$ cat src/rtl/qdec_cabac_package.sv
`default_nettype none
// ============================================================================
// Module   : qdec_cabac_package
// Brief    : Shared constants and helpers for the CABAC slice-data front end
// Revision : 1.0 - emulation-prevention constants and zero-run helper
// ============================================================================
package qdec_cabac_package;

    // Emulation-prevention byte and the zero-run length that makes it droppable
    localparam logic [7:0] EPB_BYTE     = 8'h03;
    localparam logic [1:0] EPB_ZERO_RUN = 2'd2;

    // Next zero-run after a byte leaves the classifier. Any non-zero byte
    // (including a dropped 0x03) clears the run; zeros saturate at two.
    function automatic logic [1:0] nextZeroRun(input logic [1:0] zeroRun,
                                               input logic [7:0] dataByte);
        if (dataByte != 8'h00) begin
            return 2'd0;
        end else if (zeroRun >= EPB_ZERO_RUN) begin
            return EPB_ZERO_RUN;
        end else begin
            return zeroRun + 2'd1;
        end
    endfunction

endpackage
`default_nettype wire

$ cat src/rtl/qdec_byte_slice.sv
`default_nettype none
// ============================================================================
// Module   : qdec_byte_slice
// Brief    : One-entry valid/ready register for the clean byte stream
// Revision : 1.0 - initial release
// ============================================================================
module qdec_byte_slice (
    input  logic       clk,
    input  logic       rst_n,
    input  logic       flush,
    input  logic [7:0] i_byte,
    input  logic       i_last,
    input  logic       i_vld,
    output logic       o_rdy,
    output logic [7:0] o_byte,
    output logic       o_last,
    output logic       o_vld,
    input  logic       i_rdy
);

    logic       r_vld;
    logic [7:0] r_byte;
    logic       r_last;

    // Can take a new byte when empty or when the held byte is being drained
    assign o_rdy  = !r_vld | i_rdy;
    assign o_byte = r_byte;
    assign o_last = r_last;
    assign o_vld  = r_vld;

    // Load on upstream push, otherwise drop valid once the consumer takes it
    always_ff @(posedge clk) begin
        if (!rst_n || flush) begin
            r_vld  <= 1'b0;
            r_byte <= 8'h00;
            r_last <= 1'b0;
        end else if (i_vld) begin
            r_vld  <= 1'b1;
            r_byte <= i_byte;
            r_last <= i_last;
        end else if (i_rdy) begin
            r_vld  <= 1'b0;
        end
    end

endmodule
`default_nettype wire

$ cat src/rtl/qdec_epb_remover.sv
`default_nettype none
// ============================================================================
// Module   : qdec_epb_remover
// Brief    : Splits NAL payload words into bytes, strips emulation-prevention
//            bytes and streams clean bytes with per-slice counters
// Revision : 1.0 - initial release
// ============================================================================
module qdec_epb_remover
    import qdec_cabac_package::*;
(
    input  logic        clk,
    input  logic        rst_n,
    input  logic        flush,
    input  logic [31:0] word_in,
    input  logic        word_in_vld,
    output logic        word_in_rdy,
    input  logic        word_in_last,
    input  logic [2:0]  word_in_nbytes,
    output logic [7:0]  byte_out,
    output logic        byte_out_vld,
    input  logic        byte_out_rdy,
    output logic        byte_out_last,
    output logic        epb_removed,
    output logic [15:0] epb_count,
    output logic [23:0] byte_count
);

    // Word buffer
    logic        r_bufVld;
    logic [31:0] r_bufWord;
    logic [1:0]  r_idx;
    logic [2:0]  r_nb;
    logic        r_bufLast;

    // Pending stage: holds the most recent kept byte so last can be attached
    logic        r_pendVld;
    logic [7:0]  r_pendByte;
    logic        r_pendLast;

    logic [1:0]  r_zeroRun;
    logic        r_epbRemoved;
    logic [15:0] r_epbCount;
    logic [23:0] r_byteCount;

    logic [7:0]  w_curByte;
    logic        w_lastIdx;
    logic        w_finalByte;
    logic        w_drop;
    logic        w_sliceRdy;
    logic        w_adv;
    logic        w_keep;
    logic        w_dropEv;
    logic        w_pendToOut;
    logic        w_outLast;
    logic        w_accept;
    logic [2:0]  w_nbIn;

    // Big-endian byte select from the buffered word
    always_comb begin
        w_curByte = r_bufWord[31:24];
        case (r_idx)
            2'd0:    w_curByte = r_bufWord[31:24];
            2'd1:    w_curByte = r_bufWord[23:16];
            2'd2:    w_curByte = r_bufWord[15:8];
            default: w_curByte = r_bufWord[7:0];
        endcase
    end

    assign w_lastIdx   = ({1'b0, r_idx} == (r_nb - 3'd1));
    assign w_finalByte = r_bufLast & w_lastIdx;
    assign w_drop      = (w_curByte == EPB_BYTE) & (r_zeroRun == EPB_ZERO_RUN);

    // Classifier moves only when the pending stage has somewhere to go
    assign w_adv    = r_bufVld & (!r_pendVld | w_sliceRdy);
    assign w_keep   = w_adv & !w_drop;
    assign w_dropEv = w_adv & w_drop;

    // Pending byte leaves when it is final, displaced by a new kept byte,
    // or when the NAL's final byte was an EPB and it must carry last
    assign w_pendToOut = r_pendVld & w_sliceRdy &
                         (r_pendLast | w_keep | (w_dropEv & w_finalByte));
    assign w_outLast   = r_pendLast | (w_dropEv & w_finalByte);

    assign word_in_rdy = rst_n & !flush & (!r_bufVld | (w_adv & w_lastIdx));
    assign w_accept    = word_in_vld & word_in_rdy;

    // Out-of-range byte counts on a last word fall back to a full word
    assign w_nbIn = (!word_in_last || word_in_nbytes == 3'd0 || word_in_nbytes > 3'd4)
                    ? 3'd4 : word_in_nbytes;

    // Word buffer: load on handshake, otherwise step through the bytes
    always_ff @(posedge clk) begin
        if (!rst_n || flush) begin
            r_bufVld  <= 1'b0;
            r_bufWord <= 32'h0;
            r_idx     <= 2'd0;
            r_nb      <= 3'd4;
            r_bufLast <= 1'b0;
        end else if (w_accept) begin
            r_bufVld  <= 1'b1;
            r_bufWord <= word_in;
            r_idx     <= 2'd0;
            r_nb      <= w_nbIn;
            r_bufLast <= word_in_last;
        end else if (w_adv) begin
            if (w_lastIdx) begin
                r_bufVld <= 1'b0;
            end else begin
                r_idx <= r_idx + 2'd1;
            end
        end
    end

    // Pending stage: capture kept bytes, empty when the byte moves onward
    always_ff @(posedge clk) begin
        if (!rst_n || flush) begin
            r_pendVld  <= 1'b0;
            r_pendByte <= 8'h00;
            r_pendLast <= 1'b0;
        end else if (w_keep) begin
            r_pendVld  <= 1'b1;
            r_pendByte <= w_curByte;
            r_pendLast <= w_finalByte;
        end else if (w_pendToOut) begin
            r_pendVld  <= 1'b0;
            r_pendLast <= 1'b0;
        end
    end

    // Zero-run tracker; a NAL's last byte restarts the run for the next NAL
    always_ff @(posedge clk) begin
        if (!rst_n || flush) begin
            r_zeroRun <= 2'd0;
        end else if (w_adv) begin
            r_zeroRun <= w_finalByte ? 2'd0 : nextZeroRun(r_zeroRun, w_curByte);
        end
    end

    // EPB pulse and saturating per-slice counters
    always_ff @(posedge clk) begin
        if (!rst_n || flush) begin
            r_epbRemoved <= 1'b0;
            r_epbCount   <= 16'h0;
            r_byteCount  <= 24'h0;
        end else begin
            r_epbRemoved <= w_dropEv;
            if (w_dropEv && r_epbCount != 16'hFFFF) begin
                r_epbCount <= r_epbCount + 16'd1;
            end
            if (byte_out_vld && byte_out_rdy && r_byteCount != 24'hFFFFFF) begin
                r_byteCount <= r_byteCount + 24'd1;
            end
        end
    end

    assign epb_removed = r_epbRemoved;
    assign epb_count   = r_epbCount;
    assign byte_count  = r_byteCount;

    qdec_byte_slice u_slice (
        .clk    (clk),
        .rst_n  (rst_n),
        .flush  (flush),
        .i_byte (r_pendByte),
        .i_last (w_outLast),
        .i_vld  (w_pendToOut),
        .o_rdy  (w_sliceRdy),
        .o_byte (byte_out),
        .o_last (byte_out_last),
        .o_vld  (byte_out_vld),
        .i_rdy  (byte_out_rdy)
    );

endmodule
`default_nettype wire

$ cat config.mk
export PLATFORM = sky130hd
export DESIGN_NAME = qdec_epb_remover
export DESIGN_NICKNAME = d
export VERILOG_FILES = /design/src/rtl/qdec_cabac_package.sv /design/src/rtl/qdec_byte_slice.sv /design/src/rtl/qdec_epb_remover.sv
export SDC_FILE = /design/constraint.sdc
export NUM_CORES = 1
export LEC_CHECK = 0
export CORE_ASPECT_RATIO = 1.25
export CORE_MARGIN = 2
export CORE_UTILIZATION = 50
export CTS_CLUSTER_SIZE = 16
export DETAILED_ROUTE_END_ITERATION = 6
export PLACE_DENSITY = 0.81
export RECOVER_POWER = 100
export SLEW_MARGIN = 20
export SYNTH_ARGS = -nofsm -noshare
export SYNTH_HDL_FRONTEND = slang
export SYNTH_SLANG_ARGS = --single-unit
$ cat constraint.sdc
create_clock -name clk -period 5.8 [get_ports clk]
set_input_delay 1.16 -clock clk [delete_from_list [all_inputs] [get_ports clk]]
set_output_delay 1.16 -clock clk [all_outputs]
set_load 0.1 [all_outputs]
==> impl_metrics.yaml <==
clock_tree:
  cts_resized: 0
  insertion_delay_ns: 0.36
  cts_tree: "yes"
  cts-root-buf: "clkbuf_8"
  clock_sink_count: 102
  cts_max_level: 3
  path_clk_slew_ns: 0.10
  cts_hold_buf: 0
  numCtsBuffers: 9
  post-cts-setup-buffer-count: 0
  clock_path_buffers: 2
sta:
  slew-limit-headroom: -0.992
  slew_violations: 70
  grt_setup_unrepaired: "false"
  finalSetupViolCount: 0
  worst_slack_ns: 1.33
  timing.final.crit_share: 0.771
  fin_tns_setup_ns: 0
  fin_crit_ns: 4.47
  tightest_slew_ns: 2.99
  hold_viol_final: 0
  max_freq_ghz: 0.224
  whs_ns: 0.456
  fin_skew_ns: 0.0120
yosys:
  synth_seq_cells: 102
  ys.flop_type: "dfxtp_1"
  synth_top_cell_by_area: "dfxtp_1"
  yosysSeqAreaShare: 0.448
  yosysTopAreaCellShare: 0.448
  async_flop_share: 0
  synth_common_cells: "dfxtp_1 (102), nand2_1 (96), nand3_1 (60)"
  yosysWarnings: 0
  syn_inst: 562
  synth_fp_nets: 610
  syn_area_per_cell_um2: 8.11
  synthTopCellsByArea: "dfxtp_1 (45%), nand2_1 (7.9%), nand3_1 (6.6%)"
  synth_cell_types: 50
  synth_edf_count: 0
  netlist_area_um2: 4560
  synth_most_common_cell: "dfxtp_1"
critical_path:
  max_stage_delay_ns: 2.12
  crit_arrival_ns: 4.73
  worstSetupEndpointType: "register"
  cp_top_family: "buffers and inverters"
  path_cells: "dlygate4sd3_1 > nand2b_2 > clkbuf_1 > nor2_1 > a32o_1"
  cp.required_ns: 6.06
  cp_max_fo: 69
  crit_path_start_kind: "input pin"
  crit_slowest_cell: "clkbuf_1"
  crit_buf_inv: 2
  critical_path_class: "input pin to register"
pwr:
  intPower_uw: 945
  seqPwrFrac: 0.580
  clock_power_share: 0.353
  powerDensity_nw_per_um2: 217
  switching_share: 0.233
  ir_drop_uv: 134
  pwr-share-comb: 0.067
  power_mw: 1.23
  p_leak_nw: 2.14
  netSwitchingPower_uw: 288
detailed_routing:
  wl_met1_mm: 4.58
  drt_iter0_drc: 232
  met3_length_um: 347
  top_layer: "met4"
  avgViaCountPerCell: 5.57
  route.met2.wl_mm: 5.64
  vias: 4236
  drc: 0
  ant_nets: 0
  drt_pass1_iterations: 4
  routed_wl_mm: 10.8
  wire_per_inst_um: 14.2
die:
  rows: 38
  dieArea_um2: 9900
  die_y_um: 111
  die_w_um: 89.4
  start_util: 0.518
  core_um2: 8800
  pin_count: 93
min_path:
  hold_class: "register to register"
global_routing:
  grt_use_total: 0.223
  grt_pass1_wl_mm: 18.0
  first_global_vias: 4018
  grt_max_degree: 70
  grt.overflow.total: 0
  grt_antenna_before_repair: 0
outcome:
  status: "complete, but fails checks"
  violations: "capacitance limit, slew limit"
flow_run:
  max-cap-violations: 1
finish:
  diodes: 0
  final_area_um2: 5670
  drive_above_1_share: 0.0391
  fillCellCount: 771
  syn_to_final_growth_pct: 24.4
  num-nets-final: 683
placed_design:
  dp_hpwl_mm: 7.86
  dpl_worst_slack_ns: 2.01
  placed_area_um2: 5510
  place_congestion: 0.915
  port_buffers: 92
==> worst paths after layout <==
kind	from	end	slack [ns]	cells after the start
hold / removal	r_bufWord[19]$_SDFFE_PP0P_	r_bufWord[19]$_SDFFE_PP0P_	0.46	2
setup / recovery	flush	r_pendByte[2]$_SDFFE_PP0P_	1.33	5
setup reg to reg	r_idx[0]$_SDFFE_PP0P_	epb_count[12]$_SDFFE_PP0P_	1.77	8
hold reg to reg	r_bufWord[19]$_SDFFE_PP0P_	r_bufWord[19]$_SDFFE_PP0P_	0.46	2
==> power by group through the flow <==
stage / sequential (mW) / clock [mW] / combinational (mW)
floorplan: 0.730 / 0 / 0.0449
global placement: 0.732 / 0 / 0.0825
detailed placement: 0.732 / 0 / 0.0839
CTS: 0.716 / 0.443 / 0.0847
global route: 0.717 / 0.471 / 0.0896
finish: 0.716 / 0.435 / 0.0822
==> sequential cells by signal (all words and copies together), names as in the netlist <==
name / cells
r_bufLast: 1
r_idx: 2
epb_removed: 1
r_pendVld: 1
epb_count: 16
r_nb: 3
u_slice.o_vld: 1
r_zeroRun: 2
u_slice.o_last: 1
r_bufVld: 1
r_pendLast: 1
u_slice.o_byte: 8
r_bufWord: 32
r_pendByte: 8
byte_count: 24
==> kinds of logic (layout without fill, tap and decap cells) <==
kind of cell / after synthesis / in the layout / share of synthesized area
xor+xnor: 26 / 26 / 0.0500
flops: 102 / 102 / 0.448
mux: 1 / 1 / 0.00220
fa+ha+maj: 7 / 7 / 0.0192
buf+inv: 47 / 125 / 0.0431
compound gates: 102 / 102 / 0.137
simple gates: 277 / 277 / 0.301
==> layer usage <==
metal,GRT usage,vias to the layer above
met2,0.374,105
met5,0,-
met4,0.0945,0
li1,-,2121
met1,0.278,1993
met3,0.0335,17
==> worst min-delay path: stages (launching register included) <==
cell     delay, ns
dfxtp_1       0.32
nand3_1       0.06
nand2_1       0.04
==> through the flow <==
step	utilization	std cells
6_report	0.645	760
5_1_grt	0.645	760
4_1_cts	0.648	760
3_5_place_dp	0.626	744
3_3_place_gp	0.626	744
2_1_floorplan	-	562
==> placed cells by master, fill, tap and decap left out, types with 3 or more instances in the layout <==
| cell | netlist | routed |
|---|---|---|
| nand4_1 | 15 | 16 |
| xnor2_1 | 16 | 16 |
| nand3_1 | 60 | 60 |
| nor4_1 | 4 | 5 |
| and2_1 | 4 | 4 |
| clkinv_2 | 0 | 3 |
| or3_1 | 9 | 9 |
| o31ai_1 | 14 | 14 |
| or4_1 | 9 | 9 |
| dfxtp_1 | 102 | 102 |
| nand2b_1 | 4 | 3 |
| clkdlybuf4s50_1 | 0 | 38 |
| a22oi_1 | 11 | 11 |
| and3_1 | 7 | 7 |
| inv_1 | 14 | 14 |
| nor3_1 | 13 | 13 |
| nor2_1 | 40 | 40 |
| xor2_1 | 10 | 10 |
| dlygate4sd3_1 | 0 | 53 |
| o21ai_0 | 19 | 19 |
| a21oi_1 | 43 | 43 |
| ha_1 | 7 | 7 |
| clkbuf_8 | 0 | 9 |
| nand2_1 | 96 | 96 |
| clkbuf_1 | 24 | 3 |
==> final cells by class <==
cell class | instances | area (um2) | area share
Clock inverter | 6 | 61.3 | 0.0108
Tap cell | 120 | 150 | 0.0265
Clock buffer | 10 | 128 | 0.0225
Multi-Input combinational cell | 413 | 2300 | 0.406
Sequential cell | 102 | 2040 | 0.360
Inverter | 14 | 52.6 | 0.00927
Timing Repair Buffer | 95 | 933 | 0.165
Power figures use the tool's default switching activity.
